**src/rtl/mem_pkg.sv**
```systemverilog
// Shared types and defaults for the memory access controller.
package mem_pkg;

  localparam int DATA_W          = 32;
  localparam int ADDR_W_DEF      = 9;
  localparam int WAIT_CYCLES_DEF = 2;
  localparam int CNT_W           = 4;

  typedef enum logic [1:0] {
    S_IDLE   = 2'd0,
    S_SETUP  = 2'd1,
    S_ACCESS = 2'd2,
    S_DONE   = 2'd3
  } state_e;

  // Counter preload so that ACCESS spans exactly wait_cycles cycles.
  function automatic logic [CNT_W-1:0] wait_load(input int wait_cycles);
    return CNT_W'(wait_cycles - 1);
  endfunction

endpackage

```
**src/rtl/mdr_reg.sv**
```systemverilog
// Memory data register: loads either the datapath bus or RAM read data.
module mdr_reg
  import mem_pkg::*;
(
  input  logic              clk_i,
  input  logic              clr_i,
  input  logic              load_i,
  input  logic              sel_mem_i,
  input  logic [DATA_W-1:0] bus_i,
  input  logic [DATA_W-1:0] mem_i,
  output logic [DATA_W-1:0] q_o
);

  logic [DATA_W-1:0] mdr_q;
  logic [DATA_W-1:0] mdr_d;

  always_comb begin
    mdr_d = sel_mem_i ? mem_i : bus_i;
  end

  always_ff @(posedge clk_i) begin
    if (clr_i) begin
      mdr_q <= '0;
    end else if (load_i) begin
      mdr_q <= mdr_d;
    end
  end

  assign q_o = mdr_q;

endmodule

```
**src/rtl/mem_access_ctrl.sv**
```systemverilog
// Sequences a single RAM read or write with a programmable strobe width,
// owning the MAR and MDR that sit between the datapath bus and the RAM.
module mem_access_ctrl
  import mem_pkg::*;
#(
  parameter int WAIT_CYCLES = WAIT_CYCLES_DEF,
  parameter int ADDR_W      = ADDR_W_DEF
) (
  input  logic              clk,
  input  logic              clr,
  input  logic [DATA_W-1:0] BusMuxOut,
  input  logic              MARin,
  input  logic              MDRin,
  input  logic              Read,
  input  logic              Write,
  input  logic [DATA_W-1:0] Mdatain,
  output logic [ADDR_W-1:0] ram_address,
  output logic              ram_read,
  output logic              ram_write,
  output logic [DATA_W-1:0] ram_wdata,
  output logic [DATA_W-1:0] MDR_q,
  output logic              busy,
  output logic              done
);

  localparam logic [CNT_W-1:0] CNT_LOAD = wait_load(WAIT_CYCLES);

  state_e            state_q;
  logic [ADDR_W-1:0] mar_q;
  logic [CNT_W-1:0]  cnt_q;
  logic              op_rd_q;
  logic              ram_read_q;
  logic              ram_write_q;
  logic              busy_q;
  logic              done_q;

  logic              regs_open;
  logic              rd_capture;
  logic              mdr_load;

  // MAR/MDR are only writable from the bus while no access is in flight.
  always_comb begin
    regs_open  = (state_q == S_IDLE) || (state_q == S_DONE);
    rd_capture = (state_q == S_ACCESS) && (cnt_q == '0) && op_rd_q;
    mdr_load   = (regs_open && MDRin) || rd_capture;
  end

  always_ff @(posedge clk) begin
    if (clr) begin
      state_q     <= S_IDLE;
      mar_q       <= '0;
      cnt_q       <= '0;
      op_rd_q     <= 1'b0;
      ram_read_q  <= 1'b0;
      ram_write_q <= 1'b0;
      busy_q      <= 1'b0;
      done_q      <= 1'b0;
    end else begin
      done_q <= 1'b0;
      if (regs_open && MARin) begin
        mar_q <= BusMuxOut[ADDR_W-1:0];
      end
      case (state_q)
        S_IDLE: begin
          if (Read || Write) begin
            state_q <= S_SETUP;
            op_rd_q <= Read;
            busy_q  <= 1'b1;
          end
        end
        S_SETUP: begin
          state_q     <= S_ACCESS;
          cnt_q       <= CNT_LOAD;
          ram_read_q  <= op_rd_q;
          ram_write_q <= !op_rd_q;
        end
        S_ACCESS: begin
          if (cnt_q == '0) begin
            state_q     <= S_DONE;
            ram_read_q  <= 1'b0;
            ram_write_q <= 1'b0;
            done_q      <= 1'b1;
          end else begin
            cnt_q <= cnt_q - 1'b1;
          end
        end
        S_DONE: begin
          state_q <= S_IDLE;
          busy_q  <= 1'b0;
        end
        default: begin
          state_q <= S_IDLE;
          busy_q  <= 1'b0;
        end
      endcase
    end
  end

  mdr_reg u_mdr (
    .clk_i     (clk),
    .clr_i     (clr),
    .load_i    (mdr_load),
    .sel_mem_i (rd_capture),
    .bus_i     (BusMuxOut),
    .mem_i     (Mdatain),
    .q_o       (MDR_q)
  );

  assign ram_address = mar_q;
  assign ram_wdata   = MDR_q;
  assign ram_read    = ram_read_q;
  assign ram_write   = ram_write_q;
  assign busy        = busy_q;
  assign done        = done_q;

endmodule

```
**config.mk**
```make
export PLATFORM = sky130hd
export DESIGN_NAME = mem_access_ctrl
export DESIGN_NICKNAME = d
export VERILOG_FILES = /design/src/rtl/mem_pkg.sv /design/src/rtl/mdr_reg.sv /design/src/rtl/mem_access_ctrl.sv
export SDC_FILE = /design/constraint.sdc
export NUM_CORES = 1
export LEC_CHECK = 0
export BUFFER_PORTS_ARGS = -buffer_cell sky130_fd_sc_hd__buf_2
export CAP_MARGIN = 20
export CORE_MARGIN = 5
export CORE_UTILIZATION = 49
export CTS_CLUSTER_DIAMETER = 60
export DETAILED_ROUTE_END_ITERATION = 8
export PLACE_DENSITY_LB_ADDON = 0.2
export SLEW_MARGIN = 0
export SYNTH_ARGS = -nofsm -noshare
export SYNTH_HDL_FRONTEND = slang
export SYNTH_SLANG_ARGS = --single-unit
```
**constraint.sdc**
```tcl
create_clock -name clk -period 2.9 [get_ports clk]
set_input_delay 0.145 -clock clk [delete_from_list [all_inputs] [get_ports clk]]
set_output_delay 0.145 -clock clk [all_outputs]
set_load 0.05 [all_outputs]
```
==> flow_summary.toml <==
[outcome]
status = "complete, no violations"

[clock_network]
htree_levels = 2
cts_resized = 0
insertion_delay_ns = 0.31
clock_path_buffers = 2
cts-root-buf = "clkbuf_8"
numCtsBuffers = 5
cts_tree = "done"
clk_pin_slew_worst_paths_ns = 0.09
postCtsSetupBuffers = 0
ctsHoldBuffers = 0
clkSinkCount = 52

[timing]
worstMarginPinSlew_ns = 0.769
fin_crit_ns = 2.22
rsz0062_at_grt = "false"
relSlewSlack_pct = 48.6
min_period_over_period_pct = 76.5
max_freq_mhz = 451
hold_viol = 0
setup_tns_ns = 0
drv_slew = 0
finalSetupViolCount = 0
fin_worst_skew_ns = 0.0106

[synth]
yosys.area_share.simple_pct = 13.7
ys_seq_area_share_pct = 37.3
avgSynthCellArea_um2 = 9.70
ys_warn_count = 0
synthAdderAreaFrac_pct = 2.69
synth-xor-area-share_pct = 0
synth-seq-cells = 52
synth.most_common_cell = "dfxtp_1"
synth_nets = 364
syn_area_um2 = 2790
muxShareOfSynthArea_pct = 11.8
synth_top_cell_area_share_pct = 37.3
synth_flop_cell = "dfxtp_1"
synthTopCellsByArea = "dfxtp_1 37%, a211oi_2 13%, mux2i_1 12%"
synth_common_cells = "52 x dfxtp_1, 38 x buf_4, 33 x mux2i_1"
synth_edf_count = 0
synth_compound_area_share_pct = 20.2
yosys.area.top_type = "dfxtp_1"
ys_types = 34
async_flop_share_pct = 0
synth_top_family_by_area = "compound AO/OA/AOI/OAI gates"
synth_cells = 288

[detailed_routing]
routed_wl_um = 7130
via_count = 2426
drtIter0Drc = 106
first_pass_iters = 4
drc = 0
wl_per_cell_um = 15.4
antenna_left = 0
vias_per_cell = 5.24

[placed_design]
place_inst = 455
gp_congestion = 0.803
dp_hpwl_um = 5380
io_buffers = 146

[power]
irDropWorstVdd_uv = 584
power_density_nw_per_um2 = 1160
leakage_nw = 1.69

[floorplanning]
die_y_um = 85.5
initial_core_util_pct = 50.7
die_area_um2 = 7310
fp.dieW_um = 85.5
coreArea_um2 = 5510
row_count = 27
io_pins = 147

[worst_setup_path]
max_stage_delay_ns = 0.53
reg2reg_depth = 6
critical_path.slowest_cell = "nand2b_2"
start_kind = "flop"
cp.depth = 6
cp_num_buf_inv = 2
crit_arrival_ns = 2.39
path_cells = "inv_1, ha_1, nand2b_2, buf_12, mux2i_1, a211oi_2"
critPathKind = "flop to flop"
end_kind = "flop"
crit_required_ns = 3.07
critical_path.top_delay_family = "simple AND/OR/NAND/NOR gates"
path_max_fanout = 18

[layout]
antenna_cells = 0
drive_gt1_share_pct = 49.9
multi_input_area_um2 = 1360
fillers = 484
final_nets = 466
stdcell_count = 463
area.growth.synth_to_final_pct = 21.6
ff_latch_area_um2 = 1040

[global_route]
top_usage_layer = "met2"
grt_max_degree = 34
grt_overflow = 0
grtUsageMet2_pct = 33.7
grt_use_total_pct = 19.3
grt_pass1_vias = 2308
grt_antenna_before_repair = 0
use_met3_pct = 5.48
grt_pass1_wl_um = 11500
grtUsageMet1_pct = 23.6

[worst_hold_path]
min_path_type = "input pin to flop"
holdPathStages = 3

[run]
cap_violations = 0
-- path summary, 6_finish.rpt --
path                  startpoint  slack, ns             end
hold reg to reg   ram_address[8]       0.46  ram_address[8]
setup / recovery      state_q[0]       0.68    u_mdr.q_o[8]
hold / removal      BusMuxOut[0]       0.08  ram_address[0]
setup reg to reg      state_q[0]       0.68    u_mdr.q_o[8]
-- power breakdown --
group | internal [mW] | total, mW | switching [mW]
Sequential | 0.912 | 1.05 | 0.136
Clock | 0.196 | 0.438 | 0.242
Combinational | 0.699 | 2.46 | 1.76
-- sequential cells by signal (all words and copies together), names as in the netlist --
signal	cells
ram_read	1
cnt_q	4
done	1
ram_write	1
op_rd_q	1
ram_address	9
busy	1
u_mdr.q_o	32
state_q	2
-- final cells by class --
type,instances,area share (%)
Timing Repair Buffer,152,23.2
Inverter,7,0.773
Clock buffer,6,2.43
Clock inverter,2,0.405
Multi-Input combinational cell,172,39.9
Sequential cell,52,30.6
Tap cell,72,2.65
-- layout by cell type (no fill, tap or decap), types with 2 or more instances in the layout --
cell      instances
a211oi_1          2
a211oi_2         30
a21oi_1          13
buf_2           146
buf_4             5
clkbuf_8          6
dfxtp_1          52
ha_1              6
inv_1             7
mux2i_1          33
nand2_1          24
nand4_1           3
nor2_1            5
nor2b_1           2
nor3_1           32
o21ai_0           3
o32ai_1           2
-- metrics by stage --
step	setup slack [ns]	cell area (um^2)	utilization [%]	power, mW	hold slack (ns)
final	0.681	3400	61.7	3.94	0.0805
after global routing	0.511	3400	61.7	4.16	0.0838
after CTS	0.671	3400	61.7	3.97	0.0681
after detailed placement	0.692	3300	59.9	3.54	0.404
after global placement	0.768	3300	59.9	3.51	0.402
after floorplan	1.32	2790	-	3.20	0.281
-- metal layers --
layer | wire (um) | share of wire [%] | up-vias
met3 | 675 | 9.5 | 6
li1 | - | - | 1195
met4 | 53 | 0.74 | 0
met1 | 2840 | 40 | 1131
met2 | 3560 | 50 | 94
met5 | 0 | 0 | -
-- worst min-delay path: cells and delay by family --
family	cells	cell delay (ns)
buf+inv	1	0.11
simple gates	1	0.05
compound gates	1	0.05
-- cell families after synthesis --
group	count (synthesis)
simple gates	76
buf+inv	64
compound gates	57
flops	52
mux	33
fa+ha+maj	6
Power figures use the tool's default switching activity.
